$ cat config.mk
export PLATFORM = sky130hd
export DESIGN_NAME = data_mem_arbiter
export DESIGN_NICKNAME = d
export VERILOG_FILES = /design/src/rtl/states_pkg.sv /design/src/rtl/data_mem_arbiter.sv
export SDC_FILE = /design/constraint.sdc
export NUM_CORES = 1
export LEC_CHECK = 0
export ABC_CLOCK_PERIOD_IN_PS = 6550
export CORE_MARGIN = 4
export CORE_UTILIZATION = 48
export DETAILED_ROUTE_END_ITERATION = 12
export PLACE_DENSITY = 0.84
export RECOVER_POWER = 25
export SLEW_MARGIN = 10
export SYNTH_ARGS = -nofsm -noshare
export SYNTH_HDL_FRONTEND = slang
export SYNTH_SLANG_ARGS = --single-unit
$ cat constraint.sdc
create_clock -name clk -period 6.55 [get_ports clk]
set_input_delay 1.965 -clock clk [delete_from_list [all_inputs] [get_ports clk]]
set_output_delay 1.965 -clock clk [all_outputs]
set_load 0.05 [all_outputs]
$ cat src/rtl/states_pkg.sv
// ============================================================================
// states_pkg: shared state encodings for the LSU, core and memory arbiter.
// Revision: 1.0
// ============================================================================
`default_nettype none

package states_pkg;

    typedef enum logic [1:0] {
        LSU_IDLE       = 2'd0,
        LSU_REQUESTING = 2'd1,
        LSU_WAITING    = 2'd2,
        LSU_DONE       = 2'd3
    } lsu_state_t;

    typedef enum logic [2:0] {
        CORE_IDLE    = 3'd0,
        CORE_FETCH   = 3'd1,
        CORE_DECODE  = 3'd2,
        CORE_REQUEST = 3'd3,
        CORE_WAIT    = 3'd4,
        CORE_EXECUTE = 3'd5,
        CORE_UPDATE  = 3'd6,
        CORE_DONE    = 3'd7
    } core_state_t;

    typedef enum logic [2:0] {
        CH_IDLE           = 3'd0,
        CH_READ_WAITING   = 3'd1,
        CH_WRITE_WAITING  = 3'd2,
        CH_READ_RELAYING  = 3'd3,
        CH_WRITE_RELAYING = 3'd4
    } channel_state_t;

endpackage

`default_nettype wire

$ cat src/rtl/data_mem_arbiter.sv
// ============================================================================
// data_mem_arbiter: fixed-priority arbiter mapping LSU loads/stores onto N channels.
// Revision: 1.0
// ============================================================================
`default_nettype none

module data_mem_arbiter
    import states_pkg::*;
#(
    parameter int ADDR_BITS     = 8,
    parameter int DATA_BITS     = 8,
    parameter int NUM_CONSUMERS = 4,
    parameter int NUM_CHANNELS  = 2
) (
    input  logic                                    clk,
    input  logic                                    reset,
    input  logic [NUM_CONSUMERS-1:0]                consumer_read_valid,
    input  logic [NUM_CONSUMERS-1:0][ADDR_BITS-1:0] consumer_read_address,
    output logic [NUM_CONSUMERS-1:0]                consumer_read_ready,
    output logic [NUM_CONSUMERS-1:0][DATA_BITS-1:0] consumer_read_data,
    input  logic [NUM_CONSUMERS-1:0]                consumer_write_valid,
    input  logic [NUM_CONSUMERS-1:0][ADDR_BITS-1:0] consumer_write_address,
    input  logic [NUM_CONSUMERS-1:0][DATA_BITS-1:0] consumer_write_data,
    output logic [NUM_CONSUMERS-1:0]                consumer_write_ready,
    output logic [NUM_CHANNELS-1:0]                 mem_read_valid,
    output logic [NUM_CHANNELS-1:0][ADDR_BITS-1:0]  mem_read_address,
    input  logic [NUM_CHANNELS-1:0]                 mem_read_ready,
    input  logic [NUM_CHANNELS-1:0][DATA_BITS-1:0]  mem_read_data,
    output logic [NUM_CHANNELS-1:0]                 mem_write_valid,
    output logic [NUM_CHANNELS-1:0][ADDR_BITS-1:0]  mem_write_address,
    output logic [NUM_CHANNELS-1:0][DATA_BITS-1:0]  mem_write_data,
    input  logic [NUM_CHANNELS-1:0]                 mem_write_ready
);

    localparam int IDX_BITS = (NUM_CONSUMERS > 1) ? $clog2(NUM_CONSUMERS) : 1;

    channel_state_t                          state_q [NUM_CHANNELS];
    channel_state_t                          state_d [NUM_CHANNELS];
    logic [IDX_BITS-1:0]                     owner_q [NUM_CHANNELS];
    logic [IDX_BITS-1:0]                     owner_d [NUM_CHANNELS];
    logic [NUM_CONSUMERS-1:0]                claimed_q, claimed_d;
    logic [NUM_CHANNELS-1:0]                 mrv_q, mrv_d, mwv_q, mwv_d;
    logic [NUM_CHANNELS-1:0][ADDR_BITS-1:0]  mra_q, mra_d, mwa_q, mwa_d;
    logic [NUM_CHANNELS-1:0][DATA_BITS-1:0]  mwd_q, mwd_d;
    logic [NUM_CONSUMERS-1:0]                crr_q, crr_d, cwr_q, cwr_d;
    logic [NUM_CONSUMERS-1:0][DATA_BITS-1:0] crd_q, crd_d;

    logic [NUM_CONSUMERS-1:0] taken;
    logic                     found;
    logic [IDX_BITS-1:0]      pick;

    always_comb begin
        state_d   = state_q;
        owner_d   = owner_q;
        claimed_d = claimed_q;
        mrv_d     = mrv_q;
        mra_d     = mra_q;
        mwv_d     = mwv_q;
        mwa_d     = mwa_q;
        mwd_d     = mwd_q;
        crr_d     = crr_q;
        cwr_d     = cwr_q;
        crd_d     = crd_q;
        taken     = claimed_q;
        found     = 1'b0;
        pick      = '0;

        // Channels are visited in ascending order; 'taken' grows as each one claims.
        for (int ch = 0; ch < NUM_CHANNELS; ch++) begin
            found = 1'b0;
            pick  = '0;
            case (state_q[ch])
                CH_IDLE: begin
                    for (int i = NUM_CONSUMERS - 1; i >= 0; i--) begin
                        if (!taken[i] && (consumer_read_valid[i] || consumer_write_valid[i])) begin
                            found = 1'b1;
                            pick  = IDX_BITS'(i);
                        end
                    end
                    if (found) begin
                        taken[pick]     = 1'b1;
                        claimed_d[pick] = 1'b1;
                        owner_d[ch]     = pick;
                        if (consumer_read_valid[pick]) begin
                            mrv_d[ch]   = 1'b1;
                            mra_d[ch]   = consumer_read_address[pick];
                            state_d[ch] = CH_READ_WAITING;
                        end else begin
                            mwv_d[ch]   = 1'b1;
                            mwa_d[ch]   = consumer_write_address[pick];
                            mwd_d[ch]   = consumer_write_data[pick];
                            state_d[ch] = CH_WRITE_WAITING;
                        end
                    end
                end
                CH_READ_WAITING: begin
                    if (mem_read_ready[ch]) begin
                        mrv_d[ch]          = 1'b0;
                        crd_d[owner_q[ch]] = mem_read_data[ch];
                        crr_d[owner_q[ch]] = 1'b1;
                        state_d[ch]        = CH_READ_RELAYING;
                    end
                end
                CH_WRITE_WAITING: begin
                    if (mem_write_ready[ch]) begin
                        mwv_d[ch]          = 1'b0;
                        cwr_d[owner_q[ch]] = 1'b1;
                        state_d[ch]        = CH_WRITE_RELAYING;
                    end
                end
                CH_READ_RELAYING: begin
                    if (!consumer_read_valid[owner_q[ch]]) begin
                        crr_d[owner_q[ch]]     = 1'b0;
                        claimed_d[owner_q[ch]] = 1'b0;
                        state_d[ch]            = CH_IDLE;
                    end
                end
                CH_WRITE_RELAYING: begin
                    if (!consumer_write_valid[owner_q[ch]]) begin
                        cwr_d[owner_q[ch]]     = 1'b0;
                        claimed_d[owner_q[ch]] = 1'b0;
                        state_d[ch]            = CH_IDLE;
                    end
                end
                default: state_d[ch] = CH_IDLE;
            endcase
        end
    end

    always_ff @(posedge clk or negedge reset) begin
        if (!reset) begin
            for (int ch = 0; ch < NUM_CHANNELS; ch++) begin
                state_q[ch] <= CH_IDLE;
                owner_q[ch] <= '0;
            end
            claimed_q <= '0;
            mrv_q     <= '0;
            mra_q     <= '0;
            mwv_q     <= '0;
            mwa_q     <= '0;
            mwd_q     <= '0;
            crr_q     <= '0;
            cwr_q     <= '0;
            crd_q     <= '0;
        end else begin
            state_q   <= state_d;
            owner_q   <= owner_d;
            claimed_q <= claimed_d;
            mrv_q     <= mrv_d;
            mra_q     <= mra_d;
            mwv_q     <= mwv_d;
            mwa_q     <= mwa_d;
            mwd_q     <= mwd_d;
            crr_q     <= crr_d;
            cwr_q     <= cwr_d;
            crd_q     <= crd_d;
        end
    end

    assign mem_read_valid       = mrv_q;
    assign mem_read_address     = mra_q;
    assign mem_write_valid      = mwv_q;
    assign mem_write_address    = mwa_q;
    assign mem_write_data       = mwd_q;
    assign consumer_read_ready  = crr_q;
    assign consumer_read_data   = crd_q;
    assign consumer_write_ready = cwr_q;

endmodule

`default_nettype wire

# Word-level counts from Yosys, hierarchy flattened
# Index checks and enable logic that the tools add are counted.
# word_totals
reg_bits,106
latchBits,0
ram_bits,0
rom_bits,0
inputBits,126
output_inout_bits,92
memories,0
# op_classes
n_addsub,0
multipliers,0
div,0
n_lt_le_gt_ge,8
n_eq_ne,22
n_shift,0
mux,113
n_bitwise,16
n_reduce_logical,42
# ops
op,n
2-to-1 mux 32 bit,4
binary-select mux 8 bit (select 2 bit),6
bitwise mux 32 bit,2
2-to-1 mux 8 bit,8
2-to-1 mux 4 bit,15
demux 8 bit (select 2 bit),2
2-to-1 mux 1 bit,32
one-hot mux 4 bit (2 select lines),4
2-to-1 mux 3 bit,10
one-hot mux 3 bit (5 select lines),2
!= test 2 bit (second input constant),14
AND 4 bit,6
2-to-1 mux 2 bit,12
bitwise OR 4 bit,6
one-hot mux 4 bit (3 select lines),2
AND reduction 4 bit,4
binary-select mux 1 bit (select 2 bit),6
== test 3 x 2 -> 1 bit (second input constant),4
logical AND 1 bit,12
less-than comparator 2 x 3 -> 1 bit (second input constant),4
AND reduction 3 bit,4
AND reduction 5 bit,2
demux 1 bit (select 2 bit),4
>= comparator 2 x 1 -> 1 bit (second input constant),4
10 further kinds,32

# Depth between registers and ports, before layout
# logic_depth
word_depth,28
depth_mapped,10
depth_no_buf,6

# Worst setup path after synthesis
# No wires, ideal clock.
# synth_timing
kind,in2reg
from,input consumer_read_valid[3]
to,register mwa_q (netlist bit mem_write_address[6])
setup_ps,135
t_arrival_ps,3866
slack_ps,2549
cell_stages,10
path_buffers,4
cell_sequence,buf_2 o21ba_2 buf_2 a21oi_1 or2_2 buf_2 buf_2 mux2_2 a222oi_1 o21ai_0
# synth_between
elab_chain_cells,11
elab_cells_between_ends,18
classes_between,14 x mux; 1 x bitwise; 3 x reduce/logical
# synth_lines
element,line,text
from (decl),data_mem_arbiter.sv:17,"input logic [NUM_CONSUMERS-1:0] consumer_read_valid,"
logical OR 1 bit,data_mem_arbiter.sv:75,if (!taken[i] && (consumer_read_valid[i] || consumer_write_valid[i])) begin
logical AND 1 bit,data_mem_arbiter.sv:75,
2-to-1 mux 2 bit (4 in series),data_mem_arbiter.sv:75,
2-to-1 mux 2 bit,data_mem_arbiter.sv:72,case (state_q[ch])
binary-select mux 1 bit (select 2 bit),data_mem_arbiter.sv:84,if (consumer_read_valid[pick]) begin
2-to-1 mux 1 bit (not written as such),data_mem_arbiter.sv:84,
NOT 1 bit (no line),--,
AND reduction 3 bit (no line),--,
to (signal assigned),data_mem_arbiter.sv:152,mwa_q <= mwa_d;
to (decl),data_mem_arbiter.sv:43,"logic [NUM_CHANNELS-1:0][ADDR_BITS-1:0] mra_q, mra_d, mwa_q, mwa_d;"
# Several ways; a longest one is shown, not always the timed one. The select of a mux whose other input is x is not followed.
# A chain may end at the register's enable or synchronous reset.

# Worst setup path after layout
# layout_timing
from,input consumer_read_valid[3]
to,register mwd_q (netlist bit mem_write_data[8])
# layout_between
elab_chain_cells,25
elab_cells_between_ends,44
classes_between,2 x order compare; 28 x mux; 2 x bitwise; 12 x reduce/logical
# layout_lines
element,line,text
logical OR 1 bit,data_mem_arbiter.sv:75,
logical AND 1 bit,data_mem_arbiter.sv:75,
2-to-1 mux 2 bit (4 in series),data_mem_arbiter.sv:75,
2-to-1 mux 2 bit,data_mem_arbiter.sv:72,
less-than comparator 2 x 3 -> 1 bit (not written as such) or >= comparator 2 x 1 -> 1 bit (tied branches),data_mem_arbiter.sv:81,taken[pick] = 1'b1;
logical AND 1 bit (not written as such),data_mem_arbiter.sv:81,
2-to-1 mux 1 bit (not written as such),data_mem_arbiter.sv:81,
demux 1 bit (select 2 bit),data_mem_arbiter.sv:81,
[... 3 more ...],--,
logical NOT 1 bit,data_mem_arbiter.sv:75,
logical AND 1 bit,data_mem_arbiter.sv:75,
2-to-1 mux 2 bit (4 in series),data_mem_arbiter.sv:75,
2-to-1 mux 2 bit,data_mem_arbiter.sv:72,
binary-select mux 1 bit (select 2 bit),data_mem_arbiter.sv:84,
2-to-1 mux 1 bit (not written as such),data_mem_arbiter.sv:84,
NOT 1 bit (no line),--,
AND reduction 3 bit (no line),--,
to (signal assigned),data_mem_arbiter.sv:153,mwd_q <= mwd_d;
to (decl),data_mem_arbiter.sv:44,"logic [NUM_CHANNELS-1:0][DATA_BITS-1:0] mwd_q, mwd_d;"
# Several ways; a longest one is shown, not always the timed one. The select of a mux whose other input is x is not followed.

==> reports/summary.md <==
The flop and latch count out of synthesis was 106. The run finished, with violations left. The initial antenna violation count was 0; the number of gates resized after CTS was 0. The total non-filler cell area in the finished layout is 8826 um2. The root buffer cell chosen for the clock tree is clkbuf_16.

The path category of the worst min-delay check was flop to flop. Post-layout minimum cycle time: 5.336 ns. The layout-stage area growth over the synthesis result was 40.83%; the number of search-and-repair iterations in the first detailed-routing pass was 8. For this block, the via count after detailed routing is 6297. The proportion of synthesized flip-flops having asynchronous set or reset was 100.0%; the proportion of layout cells with a drive suffix above 1 was 11.12%.

The largest clock skew in the final design came out at 0.01228 ns. Worst setup slack for register-to-register paths: 3.05 ns. The kind of critical path is primary input to flop.

The tools report the worst setup slack after placement as 0.9132 ns. For this configuration, the core starts out at a cell density of 49.26%. The total CTS buffers came out at 9. The run gives 3.700 nW as the static leakage. Number of max-cap violations: 1.

The most common flop cell mapped by yosys was dfrtp_1. Critical path launch point type: a primary input. The number of enable flip-flop cells after synthesis is 0, and the synthesized netlist net count is 764.

The logic depth of the worst register-to-register path is 7. The routability congestion estimate from global placement is 1.017. After global routing the overflow that remains totals 0. Yosys printed 0 warnings. TritonCTS built the clock tree.

The worst pin sits at a relative slew slack of -124.7%. For the pin with the worst max-slew slack, the measured transition is 3.370 ns. The synthesized netlist occupies a cell area of 6267 um2.

Counting every instance in the synthesized netlist gives 638. After detailed routing, the total wire length is 22620 um. Entering global routing, the biggest net connects 64 pins.

The post-detailed-placement cell area is 8516 um2, and the worst-path maximum fanout is 30. In the final timing run, aggregate negative setup slack is 0 ns. The number of vias per cell was 6.247. The number of buffers inserted by post-CTS setup repair was 0; the worst path arrival time was 5.58 ns. After synthesis, the netlist uses 57 different library cells. Traced cell by cell, the critical path runs through clkdlybuf4s50_1 -> o21ba_2 -> buf_4 -> maj3_2 -> o221ai_4 -> a221oi_4 -> and2b_1 -> mux2_2. After legalization and detailed placement, the total HPWL measured 16500 um.

The startpoint of the tightest hold check path is mem_write_address[7]$_DFFE_PN0P_. In this run, the number of DRC markers left after iteration 0 of detailed routing was 885. In the final routed layout, each cell accounts on average for 22.44 um.

The logs give 0 for the total count of hold-check failures in the final report and 0 for the number of setup violations in the final report. The area of the placeable core is 12720 um2, and the die width is 122.3 um. Setup repair after global routing left no endpoint under its margin. The total power divided by cell area works out to 572.5 nW/um2. After filler insertion, the fill cell instance count of the layout stands at 1013. The final reports fail on capacitance limit, slew limit.

The endpoint type of the worst setup path was a flop. For the maximum level of the CTS H-tree, the log shows 3. The mean cell area of the mapped netlist works out to 9.823 um2. Along the worst hold path, the cell count comes to 2. Max-slew violation total from the final report: 64. The repair_antennas step left the layout with diodes totalling 0. Cells fill 69.37% of the core in the end. Derived from the worst setup path, the maximum achievable clock frequency is 0.1874 GHz.

STA puts the critical path data required time at 6.80 ns. After the last flow step, the layout net total stands at 957. The initialized floorplan defines 41 standard-cell rows. Number of global-route vias before repair: 6235.

The share of synthesized area occupied by flip-flops and latches is 42.32%, and the overall die area is 14950 um2. Pin placement for this block handled 218 I/O pins. The remaining routing DRC violations came out at 0. The largest single stage delay on the critical path is 0.80 ns. For hold timing, the worst endpoint is mem_write_address[7]$_DFFE_PN0P_.

After clock tree synthesis, the clock-pin slew on the worst setup and hold paths is 0.07 ns. The maximum number of buffers from clock root to sink came out at 2. Clock latency on the worst-skew pair, taken at its later pin, is 0.37 ns.

The number of hold buffers added after CTS was 0. The endpoint identified for the worst register-to-register timing path is mem_write_data[8]$_DFFE_PN0P_. The count of nets left with antenna violations once routing finished came out at 0.

The slowest stage of the critical path belongs to the cell and2b_1. Once routing completed, OpenROAD measured the worst setup slack at 1.214 ns. The tools report the total routing usage reported by global routing as 29.63%. The run gives 106 as the number of clock sinks.

The maximum resistive drop on vdd is 401.6 uV. Input and output buffers added on the ports amount to 217. The vertical extent of the die is 122.3 um, and the wire length of the first global-routing pass is 34440 um. After layout, the worst path uses 81.46% of the clock period. Startpoint of the lowest-slack register-to-register path: claimed_q[3]$_DFF_PN0_.
report_power, final:
part	leakage (nW)	internal (mW)	switching [mW]	total, mW
Combinational	2.26	1.18	2.10	3.28
Sequential	1.30	0.969	0.250	1.22
Clock	0.146	0.273	0.284	0.557
Total	3.70	2.42	2.63	5.05
worst max-delay path by stage:
stage | start | endpoint | cells after the start
floorplan | consumer_read_valid[3] | mem_write_address[6]$_DFFE_PN0P_ | 10
global placement | consumer_read_valid[3] | mem_write_data[12]$_DFFE_PN0P_ | 8
detailed placement | consumer_read_valid[3] | mem_write_data[10]$_DFFE_PN0P_ | 8
CTS | consumer_read_valid[3] | mem_write_data[8]$_DFFE_PN0P_ | 8
global route | reset | mem_write_address[15]$_DFFE_PN0P_ | 2
finish | consumer_read_valid[3] | mem_write_data[8]$_DFFE_PN0P_ | 8
registers in the layout (all words and copies together) (netlist names):
| name | flops |
|---|---|
| claimed_q | 4 |
| consumer_read_data | 32 |
| consumer_read_ready | 4 |
| consumer_write_ready | 4 |
| mem_read_address | 16 |
| mem_read_valid | 2 |
| mem_write_address | 16 |
| mem_write_data | 16 |
| mem_write_valid | 2 |
| owner_q | 4 |
| state_q | 6 |
logic make-up after synthesis:
group           share of synthesized area [%]
xor+xnor                               0.5790
flops                                   42.32
simple gates                            14.19
buf+inv                                 3.573
mux                                     17.43
compound gates                          21.72
fa+ha+maj                              0.1797
stage by stage:
step	hold slack (ns)	total power [mW]	instances
after floorplan	0.5473	3.413	638
after global placement	0.4644	4.392	991
after detailed placement	0.4700	4.460	991
after CTS	0.4865	5.028	1007
after global routing	0.5061	5.287	1008
final	0.4827	5.052	1008
worst max-delay path: cells and delay by family:
kind                       cells  cell delay (ns)
muxes                          1             0.42
AOI/OAI and AO/OA              3             1.05
and+or+nand+nor                1             0.80
buffers and inverters          2             1.00
adders and majority gates      1             0.31
synthesized netlist by cell type, types with 4 or more instances:
cell	count	area, um2
nor2_1	33	123.9
a22oi_1	9	67.56
nand3_1	29	145.1
buf_2	10	50.05
nand2_1	101	379.1
nand2b_1	6	37.54
mux2_2	39	439.2
o21ai_0	60	300.3
or3_1	4	25.02
mux2_4	9	135.1
o31ai_1	6	45.04
a222oi_1	40	400.4
dfrtp_1	106	2653
o22ai_1	5	31.28
nor2b_1	5	31.28
inv_1	4	15.01
a21oi_1	28	140.1
mux2i_1	45	450.4
nor3_1	8	40.04
clkbuf_1	28	105.1
o32ai_1	4	35.03
final cells by class:
cell class	count	area (um2)	area share, %
Clock buffer	9	225.2	2.552
Clock inverter	7	80.08	0.9073
Inverter	4	15.01	0.1701
Multi-Input combinational cell	486	3418	38.73
Sequential cell	106	2653	30.05
Tap cell	172	215.2	2.438
Timing Repair Buffer	224	2220	25.15
cells in the final DEF (no fill, tap or decap), types with 28 or more instances in the layout:
cell	n
a222oi_1	40
nand3_1	29
nand2_1	101
dfrtp_1	106
mux2_2	39
clkdlybuf4s50_1	214
o21ai_0	60
mux2i_1	45
nor2_1	31
a21oi_1	28
per-layer routing:
layer	vias to the layer above	share of wire (%)	GRT usage, %
met5	-	0	0
met4	0	3.1	9.377
met3	61	9.5	7.465
met2	374	49	48.92
met1	3053	38	38.45
li1	2809	-	-
Power figures use the tool's default switching activity.
